`src/rtl/if_id_buffer_if.sv`:
```
// Fetch-to-decode handshake bundle for the IF/ID instruction queue.
// slave = buffer side, master = fetch/decode side.
interface if_id_buffer_if;
  logic        in_valid;
  logic        in_ready;
  logic [63:0] in_bus;
  logic        out_valid;
  logic        out_ready;
  logic [31:0] out_pc;
  logic [31:0] out_inst;
  logic        out_adef;
  logic [1:0]  count;

  modport slave (
    input  in_valid, in_bus, out_ready,
    output in_ready, out_valid, out_pc, out_inst, out_adef, count
  );

  modport master (
    output in_valid, in_bus, out_ready,
    input  in_ready, out_valid, out_pc, out_inst, out_adef, count
  );
endinterface

```
`src/rtl/if_id_buffer.sv`:
```
// Two-entry IF/ID FIFO of {PC, Inst}; flushed by branch/exception/ertn; `IFBUF_ADEF_CHECK_EN adds the ADEF flag.
// Latency: one cycle push-to-visible, no bypass; one packet per cycle when streaming.
// Backpressure: in_ready drops only when both entries are full, independent of out_ready.
module if_id_buffer #(
  parameter logic [31:0] RESET_INST = 32'h0340_0000
) (
  input  logic          clk,
  input  logic          reset,
  input  logic          flush,
  input  logic          excp_flush,
  input  logic          ertn_flush,
  if_id_buffer_if.slave bus
);
  typedef enum logic [1:0] {
    EMPTY = 2'd0,
    ONE   = 2'd1,
    FULL  = 2'd2
  } state_t;

  state_t      state;
  logic [63:0] entry [2];
  logic        rd_ptr;
  logic        wr_ptr;
  logic        any_flush;
  logic        in_ready_i;
  logic        out_valid_i;
  logic        push;
  logic        pop;
  logic [63:0] head;

  assign any_flush   = flush | excp_flush | ertn_flush;
  assign in_ready_i  = (state != FULL);
  assign out_valid_i = (state != EMPTY);
  assign push        = bus.in_valid & in_ready_i;
  assign pop         = out_valid_i & bus.out_ready;
  assign head        = entry[rd_ptr];

  assign bus.in_ready  = in_ready_i;
  assign bus.out_valid = out_valid_i;
  assign bus.out_pc    = head[63:32];
  assign bus.count     = state;

`ifdef IFBUF_ADEF_CHECK_EN
  logic adef;
  // A misaligned PC reaches decode as a NOP tagged with ADEF.
  assign adef         = out_valid_i & (head[33:32] != 2'b00);
  assign bus.out_adef = adef;
  assign bus.out_inst = adef ? RESET_INST : head[31:0];
`else
  assign bus.out_adef = 1'b0;
  assign bus.out_inst = head[31:0];
`endif

  always_ff @(posedge clk) begin
    if (reset || any_flush) begin
      state  <= EMPTY;
      rd_ptr <= 1'b0;
      wr_ptr <= 1'b0;
      for (int i = 0; i < 2; i++) begin
        entry[i] <= {32'h0, RESET_INST};
      end
    end else begin
      if (push) begin
        entry[wr_ptr] <= bus.in_bus;
        wr_ptr        <= ~wr_ptr;
      end
      if (pop) begin
        rd_ptr <= ~rd_ptr;
      end
      case (state)
        EMPTY:   if (push) state <= ONE;
        ONE: begin
          if (push && !pop)      state <= FULL;
          else if (pop && !push) state <= EMPTY;
        end
        FULL:    if (pop) state <= ONE;
        default: state <= EMPTY;
      endcase
    end
  end
endmodule
```
`src/flat_wrapper.sv`:
```
// flat-port wrapper written by rule: the top's interface ports become plain ports
module if_id_buffer_flat 
#(
  parameter logic [31:0] RESET_INST = 32'h0340_0000
)
  (clk, reset, flush, excp_flush, ertn_flush, bus_in_valid, bus_in_bus, bus_out_ready, bus_in_ready, bus_out_valid, bus_out_pc, bus_out_inst, bus_out_adef, bus_count);
  if_id_buffer_if bus_i ();
  input  logic clk;
  input  logic reset;
  input  logic flush;
  input  logic excp_flush;
  input  logic ertn_flush;
  input wire logic [$bits(bus_i.in_valid)-1:0] bus_in_valid;
  input wire logic [$bits(bus_i.in_bus)-1:0] bus_in_bus;
  input wire logic [$bits(bus_i.out_ready)-1:0] bus_out_ready;
  output wire logic [$bits(bus_i.in_ready)-1:0] bus_in_ready;
  output wire logic [$bits(bus_i.out_valid)-1:0] bus_out_valid;
  output wire logic [$bits(bus_i.out_pc)-1:0] bus_out_pc;
  output wire logic [$bits(bus_i.out_inst)-1:0] bus_out_inst;
  output wire logic [$bits(bus_i.out_adef)-1:0] bus_out_adef;
  output wire logic [$bits(bus_i.count)-1:0] bus_count;
  assign bus_i.in_valid = bus_in_valid;
  assign bus_i.in_bus = bus_in_bus;
  assign bus_i.out_ready = bus_out_ready;
  assign bus_in_ready = bus_i.in_ready;
  assign bus_out_valid = bus_i.out_valid;
  assign bus_out_pc = bus_i.out_pc;
  assign bus_out_inst = bus_i.out_inst;
  assign bus_out_adef = bus_i.out_adef;
  assign bus_count = bus_i.count;
  if_id_buffer #(.RESET_INST(RESET_INST)) u_core (.clk(clk), .reset(reset), .flush(flush), .excp_flush(excp_flush), .ertn_flush(ertn_flush), .bus(bus_i));
endmodule
```
`config.mk`:
```
export PLATFORM = sky130hd
export DESIGN_NAME = if_id_buffer_flat
export DESIGN_NICKNAME = d
export VERILOG_FILES = /design/src/rtl/if_id_buffer_if.sv /design/src/rtl/if_id_buffer.sv /design/src/flat_wrapper.sv
export SDC_FILE = /design/constraint.sdc
export NUM_CORES = 1
export LEC_CHECK = 0
export ABC_AREA = 1
export BUFFER_PORTS_ARGS = -buffer_cell sky130_fd_sc_hd__buf_2
export CAP_MARGIN = 10
export CELL_PAD_IN_SITES_DETAIL_PLACEMENT = 1
export CELL_PAD_IN_SITES_GLOBAL_PLACEMENT = 2
export CORE_MARGIN = 8
export CORE_UTILIZATION = 36
export CTS_CLUSTER_DIAMETER = 50
export DETAILED_ROUTE_END_ITERATION = 7
export GPL_ROUTABILITY_DRIVEN = 0
export PLACE_DENSITY = 0.78
export SKIP_CTS_REPAIR_TIMING = 1
export SYNTH_ARGS = -nofsm -noshare
export SYNTH_HDL_FRONTEND = slang
export SYNTH_SLANG_ARGS = --single-unit
```
`constraint.sdc`:
```
create_clock -name clk -period 3.5 [get_ports clk]
set_clock_uncertainty 0.1 [all_clocks]
set_input_delay 0.525 -clock clk [delete_from_list [all_inputs] [get_ports clk]]
set_output_delay 0.525 -clock clk [all_outputs]
set_load 0.005 [all_outputs]
```
Word level (Yosys, flattened, before mapping)
Memories as Yosys holds them, arrays and structs flattened. A register that Yosys moved wholly into a read port is not among the register bits.
Cells that the tools add are included.
W data, S select, Z words.

operators by class
  equality and inequality tests = 6
  mux-type cells = 15
  bitwise logic cells = 6
  reductions and logical operators = 9

operators by type and width
  operator              number
  $mux W64              1
  $reduce_or A64 Y1     1
  $mux W1               9
  $mux W2               4
  $pmux W2 S3           1
  $ne A2 B1 Y1 const B  2
  $ne A3 B1 Y1 const B  1
  $reduce_and A3 Y1     1
  $and A1 B1 Y1         2
  $eq A2 B1 Y1 const B  1
  $eq A2 B2 Y1 const B  1
  $logic_and A1 B1 Y1   2
  $logic_not A1 Y1      2
  $logic_not A2 Y1      1
  $ne A2 B2 Y1 const B  1
  $not A1 Y1            2
  $or A1 B1 Y1          2
  $reduce_bool A2 Y1    1
  $logic_or A1 B1 Y1    1

word-level totals
  register bits = 4
  memory bits (writable) = 128
  bits of input ports = 71
  output and inout port bits = 69
  word-level logic and storage cells = 40
  memories kept = 1

memories
  name          words  width  read ports  clocked after memory_dff  write ports  line                text
  u_core.entry  2      64     1           1                         2            if_id_buffer.sv:21  logic [63:0] entry [2];

Depth between registers and ports, before layout
Gate-level depths: netlist (run 1).

  depth after elaboration = 7
  mapped depth = 7
  gate-level depth less buffers = 7

Worst setup path after synthesis (run 1)
No wires, ideal clock.

  path kind = input to register
  start = in ertn_flush
  end = mem u_core.entry[0][0] (enable)
  setup time = 424 ps
  arrival = 2543 ps
  required time = 2976 ps
  setup slack = 434 ps
  stages on the path = 6
  path buffers = 1
  cell sequence = nor2_1 -> nand3_2 -> clkinv_2 -> nand2_4 -> buf_6 -> nand2_1

RTL lines
  what             line                text
  start, declared  flat_wrapper.sv:12  input logic ertn_flush;
  end, declared    if_id_buffer.sv:21

==> flow_metrics.tcl, run 1 <==
set metrics [dict create \
    layout_commonest_cell "buf_2" \
    drt_pass1_iterations 4 \
    post-dp-hpwl_mm 9.19 \
    antenna_left 0 \
    syn_nets 526 \
    fillers 1785 \
    cts_root_buffer "clkbuf_16" \
    crit_cells 2 \
    seq_area_frac_synth_pct 65.3 \
    r2r_start "u_core.bus.count[0]" \
    syn_area_per_cell_sq_um 13.3 \
    pwr-share-comb_pct 4.8 \
    slew_headroom_pct 36.6 \
    place_area_sq_um 6880 \
    grt_max_degree 66 \
    r2r_slack_ns 1.20 \
    antenna_cells 0 \
    synth_seq_cells 133 \
    min_from "bus_in_bus[22]" \
    clk_pin_slew_ns 0.05 \
    maxCapViolCount 0 \
    drtIter0Drc 162 \
    die_w_um 145 \
    layout_common_cells "buf_2 (138), edfxtp_1 (128), inv_1 (70), mux2_2 (64), nor2_1 (51)" \
    multi_input_area_sq_um 1650 \
    die_h_um 145 \
    p_sw_share_pct 20.4 \
    stdcell_area_sq_um 7430 \
    die-area_sq_um 21200 \
    clock_latency_ns 0.41 \
    cts_tree "built" \
    critPathTopFamily "flip-flops" \
    vias_per_cell 4.59 \
    start_util_pct 36.7 \
    crit_chain "mux2_2 > buf_2" \
    cp-end-kind "output pin" \
    hold_violations 0 \
    leakage_nw 3.39 \
    core_region_area_sq_um 16500 \
    syn_inst 455 \
    p_seq_share_pct 49.3 \
    slew_violations 0 \
    overflow 0 \
    reg2reg_depth 6 \
    critical_path_required_ns 2.87 \
    synth_top_cell_area_share_pct 63.7 \
    syn_area_sq_um 6040 \
    final.setup.tns_ns 0 \
    fin_crit_ns 2.57 \
    place_ws_ns 0.864 \
    wl_mm 14.2 \
    slowest_delay_ns 0.95 \
    p_sw_w 0.000738 \
    cts_inserted_buffers 17 \
    grt_pass1_vias 4286 \
    layout_setup_ws_ns 0.930 \
    cp-start-kind "register" \
    clock.fmax_mhz 389 \
    cp_max_fo 64 \
    clockPowerShare_pct 45.9 \
    io_pins 140 \
    slowest_stage "dfxtp_4" \
    crit_type "register to output pin" \
    nets 661 \
    power.internal_w 0.00288 \
    status "finished clean" \
    area_growth_pct 23.1 \
    ys_types 22 \
    hp-class "primary input to register" \
    place.port_buffers 138 \
    ys_top_cells_by_area "edfxtp_1 (64%), mux2_2 (12%), nor3_2 (5.0%), inv_1 (4.4%), nor2_1 (3.2%)" \
    setup_viol 0 \
    peakVddDrop_uv 337 \
    vias 3776 \
    grt_usage_pct 13.7 \
    tightest_slew_ns 0.949 \
    drive_gt1_share_pct 48.4 \
    clkSinkCount 133 \
    grt_antenna_before_repair 0 \
    r2r_end "u_core.entry[1][41]" \
    cp_data_arrival_time_ns 1.95 \
    yosys.area.top_type "edfxtp_1" \
    regArea_sq_um 3950 \
    num_rows 47 \
    p_per_area_nw_per_um2 487 \
    grt_pass1_wl_mm 22.4 \
    endpoint "bus_out_inst[24]" \
    critPathBufInv 1 \
    cts_max_level 4 \
    clock_path_buffers 2 \
    fin_crit_sh_pct 73.4 \
    rsz0062_at_grt "no" \
    drc 0 \
    synth-warning-count 0 \
    wl_per_cell_um 17.2 \
]
[synth_stat cells (all sizes together)]
library cell / instances
mux2: 64
nor2: 71
nand3: 3
inv: 72
a21oi: 2
edfxtp: 128
conb: 1
nand2: 21
clkbuf: 2
nor3: 61
clkinv: 1
buf: 24
dfxtp: 5
[per-layer routing]
layer / global-route usage (%) / vias up / part of all wire [%]
li1: - / 1820 / -
met1: 14.5 / 1851 / 41
met2: 25.0 / 89 / 53
met3: 4.04 / 16 / 4.1
met4: 5.36 / 0 / 1.6
met5: 0 / - / 0
[registers in the layout, indices dropped and copies added (netlist names), named ones only]
name	flops
u_core.bus.count	2
u_core.entry	128
u_core.rd_ptr	1
u_core.wr_ptr	1
[power groups by stage]
stage	registers, W	clock network [W]	logic, W
floorplan	0.00181	0	0.0000905
global placement	0.00181	0	0.000178
global route	0.00179	0.00176	0.000195
CTS	0.00178	0.00170	0.000182
finish	0.00178	0.00166	0.000176
detailed placement	0.00182	0	0.000180
[how the worst min path moves through the flow]
stage	to	slack, ns	cells past startpoint
finish	u_core.entry[1][22]	0.30	3
global route	u_core.entry[1][22]	0.31	3
global placement	u_core.rd_ptr	0.38	2
floorplan	register	0.36	2
detailed placement	u_core.rd_ptr	0.41	2
CTS	u_core.entry[1][22]	0.29	3
[cell families (layout without fill, tap and decap cells)]
logic type / Yosys count / after routing / synth area share [%]
AOI/OAI and AO/OA: 2 / 2 / 0.166
buffers and inverters: 99 / 247 / 7.75
DFF: 133 / 133 / 65.3
muxes: 64 / 64 / 11.9
other: 1 / 1 / 0.0621
and+or+nand+nor: 156 / 156 / 14.8
[through the flow]
stage                     cells  util [%]  hold slack (ns)  total power [W]
after CTS                   823      45.1            0.286          0.00366
after floorplan             455         -            0.365          0.00190
final                       823      45.1            0.303          0.00362
after global routing        823      45.1            0.306          0.00374
after detailed placement    791      41.8            0.406          0.00200
after global placement      791      41.8            0.383          0.00199
[tightest hold or removal path, cell delays in order]
cell and delay [ns]:
buf_2 0.09, inv_1 0.04, nand2_1 0.05
[final cells by class]
type                       count  share of cell area, %
clock inverter                11                   1.48
multi-input combinational    223                   22.2
timing repair buffer         142                   9.87
tap                          220                   3.70
clock buffer                  21                   5.93
sequential                   133                   53.1
inverter                      73                   3.70
No activity file was read; power rests on OpenSTA's default activity.
==> run 2: changes to the inputs <==
Settings changed: CORE_UTILIZATION 36 to 32, PLACE_DENSITY 0.78 to 0.73.
Clock period 3.5 ns to 2.1 ns, I/O delays scaled along.
==> flow_metrics.tcl, run 2 (synthesis gave the netlist of run 1 again) <==
set metrics [dict create \
    fin_crit_sh_pct 92.0 \
    drive_gt1_share_pct 48.7 \
    wl_per_cell_um 17.6 \
    overflow 0 \
    grt_max_degree 63 \
    drc 0 \
    wl_mm 14.8 \
    cts_root_buffer "clkbuf_16" \
    clock.fmax_mhz 517 \
    slowest_stage "dfxtp_4" \
    grt_pass1_vias 4435 \
    vias_per_cell 4.57 \
    die_w_um 153 \
    p_seq_share_pct 49.6 \
    maxCapViolCount 0 \
    io_pins 140 \
    cts_max_level 4 \
    status "finished clean" \
    p_sw_share_pct 20.1 \
    core_region_area_sq_um 18600 \
    final.setup.tns_ns 0 \
    place.port_buffers 138 \
    largest_reg_flops 128 \
    layout_setup_ws_ns 0.167 \
    cp-end-kind "output pin" \
    cp_max_fo 13 \
    clock_path_buffers 2 \
    post-dp-hpwl_mm 9.97 \
    place_ws_ns 0.204 \
    setup_viol 0 \
    nets 669 \
    rsz0062_at_grt "no" \
    p_per_area_nw_per_um2 789 \
    critical_path_required_ns 1.68 \
    leakage_nw 3.47 \
    layout_common_cells "buf_2 (138), edfxtp_1 (128), inv_1 (70), mux2_2 (64), nor2_1 (51)" \
    die-area_sq_um 23500 \
    top_register "u_core.entry" \
    area_growth_pct 25.8 \
    vias 3845 \
    cp-start-kind "register" \
    clk_pin_slew_ns 0.06 \
    clockPowerShare_pct 45.2 \
    fin_crit_ns 1.93 \
    num_rows 50 \
    slew_violations 0 \
    drt_pass1_iterations 4 \
    min_from "bus_out_ready" \
    dp.cells 812 \
    hold_violations 0 \
    power.internal_w 0.00479 \
    slowest_delay_ns 0.38 \
    whs_ns 0.103 \
    clkSinkCount 133 \
    p_sw_w 0.00121 \
    peakVddDrop_uv 541 \
    r2r_slack_ns 0.36 \
    crit_type "register to output pin" \
    cts_inserted_buffers 17 \
    grt_antenna_before_repair 0 \
    clock_latency_ns 0.41 \
    cp_data_arrival_time_ns 1.52 \
    hp-class "primary input to register" \
    drtIter0Drc 178 \
    fin_cells 842 \
    start_util_pct 32.5 \
    grt_usage_pct 13.1 \
    grt_pass1_wl_mm 23.8 \
    die_h_um 153 \
    antenna_left 0 \
    layout_commonest_cell "buf_2" \
    fillers 2011 \
    antenna_cells 0 \
    crit_chain "buf_4 > mux2_2 > buf_2" \
    r2r_start "u_core.bus.count[0]" \
    pwr-share-comb_pct 5.2 \
    cts_tree "built" \
]
[run 2: power by group through the flow]
stage	logic (W)	clock network, W	registers, W
6_report	0.000309	0.00271	0.00297
3_3_place_gp	0.000311	0	0.00302
5_1_grt	0.000344	0.00288	0.00298
2_1_floorplan	0.000152	0	0.00302
4_1_cts	0.000318	0.00277	0.00297
3_5_place_dp	0.000316	0	0.00303
[run 2: routing by layer]
layer  wire length, um  up-vias  track usage (%)  part of all wire [%]
li1                  -     1826                -                     -
met1              6260     1909             14.8                    42
met2              7660       93             23.0                    52
met3               688       17             3.75                   4.6
met4               213        0             5.09                   1.4
met5                 0        -                0                     0
[run 2: through the flow]
step / power, W / area [sq um] / util, %
2_1_floorplan: 0.00317 / 6050 / -
3_3_place_gp: 0.00333 / 7060 / 38.0
3_5_place_dp: 0.00334 / 7060 / 38.0
4_1_cts: 0.00606 / 7590 / 40.8
5_1_grt: 0.00620 / 7590 / 40.9
6_report: 0.00599 / 7590 / 40.9
[run 2: final timing paths]
kind                                            end  depth (start not counted)
worst max register to register  u_core.entry[0][63]                          7
worst min register to register        u_core.wr_ptr                          2
worst min-delay path            u_core.bus.count[1]                          4
worst max-delay path                 bus_out_pc[27]                          3
[run 2: worst max-delay path: cells and delay by family (launching register included)]
kind / cells / cell delay (ns)
DFF: 1 / 0.38
muxes: 1 / 0.37
buffers and inverters: 2 / 0.37
[run 2: final cells by class]
cell class,instances,area (sq um),share of cell area [%]
sequential,133,3950,52.0
multi-input combinational,223,1650,21.7
timing repair buffer,150,906,11.9
clock buffer,20,437,5.75
tap,234,293,3.86
inverter,73,275,3.62
clock inverter,9,88.8,1.17
==> run 3: changes to the inputs <==
Settings changed: ABC_CLOCK_PERIOD_IN_PS from default to 2100, SETUP_SLACK_MARGIN from default to 0.3, SLEW_MARGIN from default to 20.
==> flow_metrics.tcl, run 3 (synthesis gave the netlist of run 1 again) <==
set metrics [dict create \
    drc 0 \
    cts_root_buffer "clkbuf_16" \
    r2r_slack_ns 0.42 \
    p_seq_share_pct 47.4 \
    drtIter0Drc 160 \
    place_area_sq_um 7040 \
    fin_crit_sh_pct 94.5 \
    rsz0062_at_grt "yes" \
    clockPowerShare_pct 47.6 \
    hold_violations 0 \
    wl_per_cell_um 18.2 \
    fillers 1969 \
    slew_headroom_pct 61.2 \
    core_region_area_sq_um 18600 \
    multi_input_area_sq_um 1680 \
    setup_viol 0 \
    dp.cells 813 \
    pwr-share-comb_pct 5.0 \
    min_from "bus_out_ready" \
    overflow 0 \
    peakVddDrop_uv 567 \
    vias 3876 \
    whs_ns 0.0758 \
    fin_util_pct 42.3 \
    cts_tree "built" \
    grt_usage_pct 13.2 \
    hold_end "u_core.bus.count[1]" \
    die_h_um 153 \
    p_sw_w 0.00123 \
    num_rows 50 \
    die-area_sq_um 23500 \
    cts_max_level 4 \
    p_per_area_nw_per_um2 799 \
    critical_path_required_ns 1.68 \
    grt_pass1_wl_mm 24.0 \
    antenna_cells 0 \
    clock_latency_ns 0.41 \
    reg2reg_depth 7 \
    cts_inserted_buffers 17 \
    fin_total_pwr_w 0.00627 \
    crit_type "register to output pin" \
    vias_per_cell 4.53 \
    r2r_end "u_core.entry[1][52]" \
    post-dp-hpwl_mm 10.1 \
    drt_pass1_iterations 4 \
    maxCapViolCount 0 \
    nets 680 \
    wl_mm 15.5 \
    layout_common_cells "buf_2 (138), edfxtp_1 (128), inv_1 (70), mux2_2 (63), nor2_1 (50)" \
    stdcell_area_sq_um 7860 \
    place.port_buffers 138 \
    p_sw_share_pct 19.6 \
    cp_data_arrival_time_ns 1.57 \
    min_path_cells 4 \
    fin_crit_ns 1.98 \
    start_util_pct 32.5 \
    die_w_um 153 \
    cp_max_fo 9 \
    area_growth_pct 30.1 \
    clkSinkCount 133 \
    layout_commonest_cell "buf_2" \
    power.internal_w 0.00504 \
    grt_antenna_before_repair 0 \
    r2r_start "u_core.bus.count[0]" \
    regArea_sq_um 3950 \
    cp-end-kind "output pin" \
    slew_violations 0 \
    top_register "u_core.entry" \
    hp-class "primary input to register" \
    cp-start-kind "register" \
    drive_gt1_share_pct 50.4 \
    antenna_left 0 \
    clock.fmax_mhz 504 \
    tightest_slew_ns 0.581 \
    clock_path_buffers 2 \
    grt_pass1_vias 4527 \
    status "finished clean" \
    clk_pin_slew_ns 0.06 \
    largest_reg_flops 128 \
    io_pins 140 \
    grt_max_degree 45 \
    fin_cells 855 \
    leakage_nw 3.58 \
]
-- run 3: metal layers --
| layer | up-vias | global-route usage [%] | wire length [um] |
|---|---|---|---|
| met2 | 95 | 23.4 | 7870 |
| met4 | 0 | 5.27 | 240 |
| met5 | - | 0 | 0 |
| met3 | 15 | 3.81 | 698 |
| li1 | 1857 | - | - |
| met1 | 1909 | 14.6 | 6730 |
-- run 3: how the worst max path moves through the flow --
stage                                      to  cells past startpoint
final                        bus_out_inst[10]                      4
after global routing           bus_out_pc[23]                      4
after CTS                    bus_out_inst[11]                      3
after detailed placement  u_core.entry[0][38]                      7
after global placement    u_core.entry[0][44]                      7
after floorplan            u_core.entry[0][0]                      6
-- run 3: critical path: stages (launching register included) --
cell and delay [ns]:
dfxtp_4 0.35, buf_12 0.14, clkbuf_16 0.17, mux2_2 0.35
buf_2 0.13
-- run 3: final cells by class --
cell class | count | area share, %
Sequential cell | 133 | 50.3
Multi-Input combinational cell | 224 | 21.4
Timing Repair Buffer | 160 | 13.5
Clock buffer | 18 | 5.46
Tap cell | 234 | 3.73
Inverter | 73 | 3.50
Clock inverter | 13 | 2.09
-- run 3: metrics by stage --
step,worst slack [ns],TNS [ns]
after floorplan,0.345,0
after global placement,0.239,0
after detailed placement,0.191,0
after CTS,-0.0474,-0.670
after global routing,0.0753,0
final,0.116,0
-- run 3: power groups by stage --
stage | Clock, W | Sequential (W) | Combinational [W]
CTS | 0.00305 | 0.00297 | 0.000317
global route | 0.00316 | 0.00298 | 0.000350
detailed placement | 0 | 0.00303 | 0.000314
finish | 0.00298 | 0.00297 | 0.000317
floorplan | 0 | 0.00302 | 0.000153
global placement | 0 | 0.00302 | 0.000309
